`config.mk`:
```
export PLATFORM = sky130hd
export DESIGN_NAME = best_match_comparator
export DESIGN_NICKNAME = d
export VERILOG_FILES = /design/src/rtl/best_match_comparator.sv
export SDC_FILE = /design/constraint.sdc
export NUM_CORES = 1
export LEC_CHECK = 0
export ABC_CLOCK_PERIOD_IN_PS = 2200
export CORE_MARGIN = 2
export CORE_UTILIZATION = 47
export DETAILED_ROUTE_END_ITERATION = 10
export PLACE_DENSITY = 0.79
export SYNTH_ARGS = -nofsm -noshare
export SYNTH_HDL_FRONTEND = slang
export SYNTH_SLANG_ARGS = --single-unit
```
`constraint.sdc`:
```
create_clock -name clock -period 2.2 [get_ports clock]
set_clock_uncertainty 0.1 [all_clocks]
set_input_delay 0.44 -clock clock [delete_from_list [all_inputs] [get_ports clock]]
set_output_delay 0.44 -clock clock [all_outputs]
set_load 0.01 [all_outputs]
```
`src/rtl/best_match_comparator.sv`:
```
`timescale 1ns/1ps
// best_match_comparator: tracks the minimum SAD over a NUM_POS x NUM_POS raster scan and reports its displacement.
// Optional early exit on an exact (zero SAD) match is enabled by defining BEST_MATCH_ZERO_EXIT_EN.
module best_match_comparator #(
   parameter int DIST_W  = 16,
   parameter int VEC_W   = 4,
   parameter int NUM_POS = 16
) (
   input  logic              clock,
   input  logic              reset,
   input  logic              start,
   input  logic              dist_valid,
   input  logic [DIST_W-1:0] distortion,
   output logic [VEC_W-1:0]  motionx,
   output logic [VEC_W-1:0]  motiony,
   output logic [DIST_W-1:0] best_dist,
   output logic              busy,
   output logic              done
);

   localparam int CNT_W = (NUM_POS > 1) ? $clog2(NUM_POS) : 1;
   localparam logic [CNT_W-1:0] LAST = CNT_W'(NUM_POS - 1);

   typedef enum logic [1:0] {IDLE, SCAN, DONE} state_t;

   // Window position to signed displacement centred on the search origin.
   function automatic logic signed [VEC_W-1:0] to_vec(input logic [CNT_W-1:0] c);
      return $signed(VEC_W'(c) - VEC_W'(NUM_POS / 2));
   endfunction

   state_t                    state_q, state_d;
   logic [CNT_W-1:0]          col_q, col_d, row_q, row_d;
   logic [CNT_W-1:0]          best_col_q, best_col_d, best_row_q, best_row_d;
   logic [DIST_W-1:0]         min_q, min_d;
   logic signed [VEC_W-1:0]   motionx_q, motionx_d, motiony_q, motiony_d;
   logic [DIST_W-1:0]         best_dist_q, best_dist_d;

   logic consume, is_better, last_cand, zero_hit, finish;

   always_comb begin
      consume   = (state_q == SCAN) && dist_valid && !start;
      is_better = distortion < min_q;
      last_cand = (col_q == LAST) && (row_q == LAST);
`ifdef BEST_MATCH_ZERO_EXIT_EN
      zero_hit  = (distortion == '0);
`else
      zero_hit  = 1'b0;
`endif
      finish    = consume && (last_cand || zero_hit);
   end

   // State register
   always_ff @(posedge clock or posedge reset) begin
      if (reset) state_q <= IDLE;
      else       state_q <= state_d;
   end

   // Next-state logic; start restarts the scan from any state
   always_comb begin
      state_d = state_q;
      case (state_q)
         IDLE:    if (start) state_d = SCAN;
         SCAN:    if (start) state_d = SCAN;
                  else if (finish) state_d = DONE;
         DONE:    state_d = start ? SCAN : IDLE;
         default: state_d = IDLE;
      endcase
   end

   // Output decode
   always_comb begin
      busy = (state_q == SCAN);
      done = (state_q == DONE);
   end

   always_comb begin
      col_d       = col_q;
      row_d       = row_q;
      min_d       = min_q;
      best_col_d  = best_col_q;
      best_row_d  = best_row_q;
      motionx_d   = motionx_q;
      motiony_d   = motiony_q;
      best_dist_d = best_dist_q;
      if (start) begin
         col_d      = '0;
         row_d      = '0;
         min_d      = '1;
         best_col_d = '0;
         best_row_d = '0;
      end else if (consume) begin
         if (is_better) begin
            min_d      = distortion;
            best_col_d = col_q;
            best_row_d = row_q;
         end
         col_d = (col_q == LAST) ? '0 : col_q + CNT_W'(1);
         if (col_q == LAST) row_d = (row_q == LAST) ? '0 : row_q + CNT_W'(1);
         // Fold the final compare straight into the outputs so they are valid alongside done.
         if (finish) begin
            motionx_d   = to_vec(is_better ? col_q : best_col_q);
            motiony_d   = to_vec(is_better ? row_q : best_row_q);
            best_dist_d = is_better ? distortion : min_q;
         end
      end
   end

   always_ff @(posedge clock or posedge reset) begin
      if (reset) begin
         col_q       <= '0;
         row_q       <= '0;
         motionx_q   <= '0;
         motiony_q   <= '0;
         best_dist_q <= '1;
      end else begin
         col_q       <= col_d;
         row_q       <= row_d;
         motionx_q   <= motionx_d;
         motiony_q   <= motiony_d;
         best_dist_q <= best_dist_d;
      end
   end

   // Running minimum is always preloaded by start, so it needs no reset.
   always_ff @(posedge clock) begin
      min_q      <= min_d;
      best_col_q <= best_col_d;
      best_row_q <= best_row_d;
   end

   assign motionx   = motionx_q;
   assign motiony   = motiony_q;
   assign best_dist = best_dist_q;

endmodule

```
---- Word-level counts from Yosys, hierarchy flattened ----
Index checks and enable logic that the tools add are counted.
storage, ports and cells
  bits in registers ....................... 58
  latch bits .............................. 0
  memory bits (writable) .................. 0
  bits in read-only memories .............. 0
  input port bits ......................... 20
  output and inout bits ................... 26
  word-level logic and storage cells ...... 47
  memories kept ........................... 0
cells by class
  add/subtract/negate cells ............... 4
  multipliers ............................. 0
  div/mod/pow operators ................... 0
  $lt $le $gt $ge ......................... 1
  eq/ne operators ......................... 6
  shift operators ......................... 0
  mux-type cells .......................... 15
  bitwise logic cells ..................... 1
  reduce and logical (&&, ||, !) cells .... 11
operators by type and width
  operator             number
  $mux 4               9
  $lt 16x16->1         1
  $mux 16              1
  $add 4x1->4 const B  2
  $eq 4x4->1 const B   2
  $sub 4x4->4 const B  2
  $mux 2               3
  $pmux 2 s3           1
  $logic_and 1x1->1    4
  $reduce_and 2->1     2
  $reduce_bool 2->1    2
  $ne 3x2->1 const B   1
  $reduce_and 3->1     1
  $eq 2x1->1 const B   1
  $eq 2x2->1 const B   1
  $logic_not 2->1      1
  $ne 2x2->1 const B   1
  $logic_not 1->1      1
  $mux 1               1
  $not 1->1            1

---- Logic depth before layout (Yosys ltp) ----
Gate-level depths: netlist (run 1).
  depth in word-level cells ............... 7
  mapped depth ............................ 8

---- Worst setup path before layout (run 1) ----
No wires, ideal clock.
  path kind ............................... input port to flip-flop
  start ................................... input port distortion[15]
  end ..................................... register motionx_q[0] (netlist: motionx[0])
  arrival time ............................ 2.095 ns
  data required time ...................... 1.974 ns
  setup slack ............................. -0.121 ns
  cell stages on the path ................. 7
  path buffers ............................ 1
  cell sequence ........................... ha_1 -> nand4_1 -> or3_1 -> nor4_4 -> nor4b_2 -> buf_2 -> a221o_1
between the ends
  word-level cells in the longest chain between the ends .. 3
ends and longest elaborated chain
  item                  RTL line  source
  start, declared       13        input logic [DIST_W-1:0] distortion,
  $lt 16x16->1          42        is_better = distortion < min_q;
  $mux 4                n/a
  $sub 4x4->4           28        return $signed(VEC_W'(c) - VEC_W'(NUM_POS / 2));
  end signal, assigned  118       motionx_q <= motionx_d;
  end, declared         35        logic signed [VEC_W-1:0] motionx_q, motionx_d, motiony_q, motiony_d;
Every way passes these cells.
A chain may end at the register's enable or synchronous reset.

---- Worst setup path after layout (run 1) ----
  start ................................... input port distortion[15]
  end ..................................... register best_dist_q[8] (netlist: best_dist[8])
between the ends
  word-level cells in the longest chain between the ends .. 2
ends and longest elaborated chain
  item                  RTL line  source
  $lt 16x16->1          42
  $mux 16               n/a
  end signal, assigned  120       best_dist_q <= best_dist_d;
  end, declared         36        logic [DIST_W-1:0] best_dist_q, best_dist_d;
Every way passes these cells.

==> results.py, run 1 <==
metrics = {
    "final_layout": {
        "mostFrequentLayoutCells": "buf_4, nor2_1, clkdlybuf4s50_1, mux2i_1, and2_1",
        "mostFrequentLayoutCell": "buf_4",
        "final_area_um2": 4340,
        "drive_gt1_share_pct": 33.2,
        "nFillCells": 450,
        "seqCellArea_um2": 1360,
        "syn2layout_area_growth_pct": 45.6,
        "final_cells": 471,
        "n_antenna_cell": 0,
        "multi_input_area_um2": 1650,
        "layout.nets": 426,
    },
    "synthesis": {
        "synth_top_cell_area_share_pct": 16.1,
        "synth.largest_area_cell": "dfxtp_1",
        "async_reset_ff_share_pct": 58.6,
        "postSynthCellCount": 291,
        "synth_edf_count": 0,
        "synth-seq-area-share_pct": 45.3,
        "syn-mean-instance-area_um2": 10.3,
        "ys_warn_count": 0,
        "synth_area_leaders": "dfxtp_1, dfrtp_1, dfstp_2",
        "synth_cell_type_count": 38,
        "synthesis.nets": 328,
        "synth_area_um2": 2980,
        "ys_ff_latch": 58,
        "synthFlopType": "dfxtp_1",
    },
    "drt": {
        "first_pass_iters": 4,
        "drtIter0Drc": 157,
        "vias_per_cell": 5.55,
        "drc": 0,
        "post_drt_wl_per_cell_um": 17.4,
        "wl_um": 8180,
        "dr_total_vias": 2612,
        "postRouteAntennaNets": 0,
    },
    "clocking": {
        "cts.sinks": 58,
        "clk_pin_slew_ps": 60,
        "clock-root-buffer": "clkbuf_8",
        "cts_tree": "done",
        "clk_latency_ps": 340,
        "clk_path_buf_depth": 2,
        "cts_buffers": 9,
        "htree_levels": 3,
    },
    "worst_setup_path": {
        "cp-start-kind": "input port",
        "worstPathArrival_ps": 2500,
        "slowest_stage": "or3_4",
        "critical_path_class": "input port to flip-flop",
        "end_kind": "flip-flop",
        "r2r_slack_ps": -140,
        "critPathMaxFanout": 6,
        "critical_path.max_stage_delay_ps": 410,
        "cp.required_ps": 2360,
        "crit_chain": "dlygate4sd2_1 > ha_4 > nand4_1 > or3_4 > nor4_4 > buf_4 > nor4b_4 > clkbuf_16 > a221o_1",
    },
    "place": {
        "port_buffers": 45,
        "dp_hpwl_um": 4980,
        "placed_area_um2": 3870,
        "dp.cells": 445,
        "place_congestion": 0.786,
    },
    "global_routing": {
        "overflow": 0,
        "grt_antenna_before_repair": 0,
        "grt_start_max_net_pins": 43,
        "grt_pass1_wl_um": 12600,
        "grt_pass1_vias": 2601,
        "grt_usage_pct": 22.9,
    },
    "floorplanning": {
        "die_h_um": 83.7,
        "die_area_um2": 7000,
        "num_io_pins": 46,
        "core_area_um2": 6240,
        "start_util_pct": 47.8,
        "die_x_um": 83.7,
        "num_rows": 29,
    },
    "run_status": {
        "status": "complete, but fails checks",
        "violations": "setup timing",
    },
    "pwr": {
        "power_density_nw_per_um2": 585,
        "p_leak_uw": 0.00195,
        "peakVddDrop_mv": 0.412,
    },
    "timing": {
        "fin_setup_tns_ps": -3500,
        "hold_ws_ps": 355,
        "min_period_ps": 2340,
        "slew_viol_final": 0,
        "fmax_mhz": 427,
        "max_slew.worst_pin.slew_ps": 529,
        "setup_slack_ps": -140,
        "finalSetupViolCount": 45,
        "period_share_pct": 106,
        "slew_headroom_pct": 64.6,
        "rsz0062_at_grt": "true",
        "hold_viol_final": 0,
    },
    "flow_run": {
        "cap_viol_max_count": 0,
    },
    "worst_hold_path": {
        "hold_path.class": "flip-flop to flip-flop",
    },
}
==> timing repair <==
| item | CTS | global route |
|---|---|---|
| hold buffers | 0 | 0 |
| resized for setup | 52 | 16 |
| buffers inserted | 8 | 1 |
| pin swaps | 23 | 23 |
| endpoints found under the setup margin | 48 | 48 |
| gates cloned | 0 | 1 |
==> kinds of logic after synthesis <==
kind of cell	Yosys count	share of synthesized area, %
compound gates	47	13.1
xor+xnor	2	0.587
flops	58	45.3
buf+inv	35	5.54
mux	26	8.77
fa+ha+maj	17	7.13
simple gates	106	19.6
==> synthesized netlist by cell type, types with 2 or more instances <==
| library cell | n |
|---|---|
| nor2_1 | 40 |
| mux2i_1 | 25 |
| dfxtp_1 | 24 |
| and2_1 | 21 |
| a221o_1 | 20 |
| inv_1 | 20 |
| dfrtp_1 | 18 |
| ha_1 | 17 |
| dfstp_2 | 16 |
| nand2b_1 | 14 |
| a21oi_1 | 12 |
| nand2_1 | 11 |
| clkbuf_1 | 8 |
| buf_6 | 4 |
| nand4_1 | 4 |
| o21ai_0 | 4 |
| buf_2 | 3 |
| nor2b_1 | 3 |
| or3_1 | 3 |
| a22o_1 | 2 |
| a2bb2oi_1 | 2 |
| nor3_1 | 2 |
| nor4_4 | 2 |
| xor2_1 | 2 |
==> power breakdown <==
part | internal [uW] | switching, uW | leakage, uW
clock network | 615 | 408 | 0.000107
registers | 1090 | 20.8 | 0.000603
logic | 203 | 197 | 0.00124
==> through the flow <==
step / worst slack (ps) / power, uW / utilization, %
floorplan: -73.2 / 1310 / -
global placement: -604 / 1450 / 62.0
detailed placement: -661 / 1460 / 62.0
CTS: -200 / 2520 / 68.1
global route: -200 / 2640 / 69.6
finish: -140 / 2540 / 69.6
==> state kept, by name (all words and copies together) (netlist names), named ones only <==
| name | cells |
|---|---|
| best_col_q | 3 |
| min_q | 16 |
| motionx | 4 |
| col_q | 4 |
| row_q | 4 |
| state_q | 2 |
| motiony | 4 |
| best_dist | 16 |
| best_row_q | 3 |
==> final timing paths <==
check	from	cells after the start	end
max reg2reg	min_q[15]	9	best_dist[8]
min	best_col_q[2]	2	motionx[2]
min in group asynchronous	reset	3	motiony[3]
max	distortion[15]	9	best_dist[8]
max in group asynchronous	reset	3	best_dist[14]
min reg2reg	best_col_q[2]	2	motionx[2]
==> routing by layer <==
metal	global-route usage [%]	up-vias	wire (um)
li1	-	1214	-
met1	30.0	1311	3510
met2	37.6	66	4140
met3	4.65	21	307
met4	8.06	0	223
met5	0	-	0
==> layout make-up <==
class	instances	share of cell area, %
Multi-Input combinational cell	198	38.1
Sequential cell	58	31.4
Timing Repair Buffer	102	21.8
Clock buffer	14	3.98
Tap cell	77	2.22
Inverter	20	1.73
Clock inverter	2	0.807
==> critical path, delay by kind of cell <==
family / cells / cell delay [ps]
and+or+nand+nor: 4 / 820
buffers and inverters: 3 / 650
AOI/OAI and AO/OA: 1 / 320
adders and majority gates: 1 / 270
(Power assumes the default switching activity.)
==> inputs of run 2 (changes only) <==
--- a/config.mk
+++ b/config.mk
@@ -5,8 +5,8 @@
 export SDC_FILE = /design/constraint.sdc
 export NUM_CORES = 1
 export LEC_CHECK = 0
+export ABC_AREA = 0
 export ABC_CLOCK_PERIOD_IN_PS = 2200
-export CORE_MARGIN = 2
 export CORE_UTILIZATION = 47
 export DETAILED_ROUTE_END_ITERATION = 10
 export PLACE_DENSITY = 0.79
==> run 2 against run 1 <==
The flow still finishes with violations (setup timing). First-iteration DRC count is 31% higher. Critical path depth stayed put. Register-to-register slack worse by 150 ps. Cell count is 0.21% lower. Via count is 0.38% lower. Final area is 0.63% higher. Maximum frequency is 7.5% lower. Clock power hardly changed. Sequential power hardly changed. Critical endpoint is now best_dist[2]. Largest cell class unchanged.
==> results.py, run 2 (synthesis gave the netlist of run 1 again) <==
metrics = {
    "run_status": {
        "violations": "setup timing",
        "status": "complete, but fails checks",
    },
    "floorplanning": {
        "num_rows": 28,
        "start_util_pct": 49.5,
        "die_x_um": 81.7,
        "die_h_um": 81.7,
        "die_area_um2": 6670,
        "core_area_um2": 6030,
        "num_io_pins": 46,
    },
    "drt": {
        "drtIter0Drc": 206,
        "post_drt_wl_per_cell_um": 18.7,
        "first_pass_iters": 4,
        "dr_total_vias": 2602,
        "wl_um": 8770,
        "drc": 0,
        "vias_per_cell": 5.54,
        "postRouteAntennaNets": 0,
    },
    "place": {
        "place_congestion": 0.768,
        "dp_hpwl_um": 4670,
        "port_buffers": 45,
        "place_ws_ps": -770,
        "placed_area_um2": 3880,
    },
    "global_routing": {
        "grt_antenna_before_repair": 0,
        "grt_usage_pct": 25.6,
        "grt_pass1_vias": 2685,
        "grt_start_max_net_pins": 57,
        "grt_pass1_wl_um": 12500,
        "overflow": 0,
    },
    "worst_setup_path": {
        "end_kind": "flip-flop",
        "reg2reg_from": "min_q[1]",
        "critPathLaunch": "distortion[1]",
        "worstPathArrival_ps": 2690,
        "r2r_slack_ps": -290,
        "worstSetupEndpoint": "best_dist[2]",
        "critPathMaxFanout": 12,
        "cp.required_ps": 2360,
        "rr_endpoint": "best_dist[2]",
        "r2r_cells": 9,
        "critical_path_class": "input port to flip-flop",
        "cp-start-kind": "input port",
    },
    "clocking": {
        "clk_pin_slew_ps": 60,
        "clock-root-buffer": "clkbuf_8",
        "hold_buffers": 0,
        "clk_path_buf_depth": 2,
        "cts_buffers": 9,
        "cts.sinks": 58,
        "htree_levels": 3,
        "cts_tree": "done",
        "clk_latency_ps": 340,
    },
    "final_layout": {
        "final_area_um2": 4370,
        "nFillCells": 415,
        "drive_gt1_share_pct": 33.4,
        "syn2layout_area_growth_pct": 46.5,
        "mostFrequentLayoutCells": "buf_4, nor2_1, clkdlybuf4s50_1, mux2i_1, and2_1",
        "n_antenna_cell": 0,
        "layout.nets": 427,
        "mostFrequentLayoutCell": "buf_4",
    },
    "pwr": {
        "seqPwrFrac_pct": 43.8,
        "power_frac_clock_pct": 39.6,
        "power_density_nw_per_um2": 582,
        "p_sw_share_pct": 25.9,
        "peakVddDrop_mv": 0.490,
        "combPwrFrac_pct": 16.6,
        "p_leak_uw": 0.00196,
        "switching_power_uw": 658,
        "p_int_uw": 1890,
    },
    "timing": {
        "fmax_mhz": 395,
        "hold_viol_final": 0,
        "rsz0062_at_grt": "true",
        "period_share_pct": 115,
        "finalSetupViolCount": 48,
        "slew_viol_final": 0,
        "min_period_ps": 2530,
        "slew_headroom_pct": 63.8,
        "setup_slack_ps": -330,
        "max_slew.worst_pin.slew_ps": 542,
    },
    "flow_run": {
        "cap_viol_max_count": 0,
    },
    "worst_hold_path": {
        "hold_path.class": "input port to flip-flop",
        "min-delay-start": "distortion[5]",
    },
}
-- run 2: cell types whose count changed in the layout (fill, tap and decap cells not counted), sizes merged --
| cell | change |
|---|---|
| clkbuf | -4 |
| buf | +1 |
| clkdlybuf4s15 | -3 |
| dlygate4sd2 | +2 |
| clkinvlp | +1 |
| clkinv | +2 |
| dlymetal6s2s | +2 |
-- run 2: layout make-up --
cell class / count / area [um2] / share of cell area (%)
multi-input cells: 198 / 1660 / 37.9
clock inverters: 5 / 52.6 / 1.20
well taps: 75 / 93.8 / 2.15
inverters: 20 / 75.1 / 1.72
clock buffers: 11 / 151 / 3.47
flip-flops and latches: 58 / 1360 / 31.2
repair buffers: 103 / 975 / 22.3
-- run 2: timing repair --
action                     in CTS  in global routing
setup endpoints to repair      48                 48
cloned                          0                  2
buffers inserted                6                  3
pin swaps                      13                 15
gates resized for setup        32                 34
-- run 2: through the flow --
step           cells  total power (uW)  setup TNS [ps]  hold slack, ps  utilization (%)
4_1_cts          466              2500           -8100             345             69.5
2_1_floorplan    291              1310            -922             320                -
5_1_grt          470              2640          -11220             347             72.5
3_3_place_gp     444              1470          -30550             338             64.5
6_report         470              2540          -10600             342             72.5
3_5_place_dp     444              1480          -33090             336             64.5
-- run 2: critical path, cell delays in order --
cell,delay (ps)
dlygate4sd2_1,340
ha_4,260
a2111oi_4,420
nor4_4,80
buf_4,160
buf_6,110
o31a_4,370
buf_8,160
a221o_1,330
-- run 2: power by group through the flow --
| stage | clock network, uW | logic [uW] | registers, uW |
|---|---|---|---|
| after global placement | 0 | 343 | 1130 |
| final | 1010 | 423 | 1110 |
| after floorplan | 0 | 182 | 1130 |
| after global routing | 1070 | 453 | 1120 |
| after CTS | 1020 | 370 | 1110 |
| after detailed placement | 0 | 353 | 1130 |
-- run 2: worst min-delay path by stage --
stage	endpoint	slack (ps)	cells after the start
floorplan	motionx[2]	320	2
global placement	motionx[2]	340	2
detailed placement	motionx[2]	340	2
CTS	state_q[1]	350	3
global route	best_dist[5]	350	2
finish	best_dist[5]	340	2
-- run 2: per-layer routing --
| metal | wire (um) | vias up | GRT usage [%] |
|---|---|---|---|
| li1 | - | 1208 | - |
| met1 | 3570 | 1275 | 30.4 |
| met2 | 4430 | 97 | 43.4 |
| met3 | 486 | 22 | 7.22 |
| met4 | 289 | 0 | 10.2 |
| met5 | 0 | - | 0 |
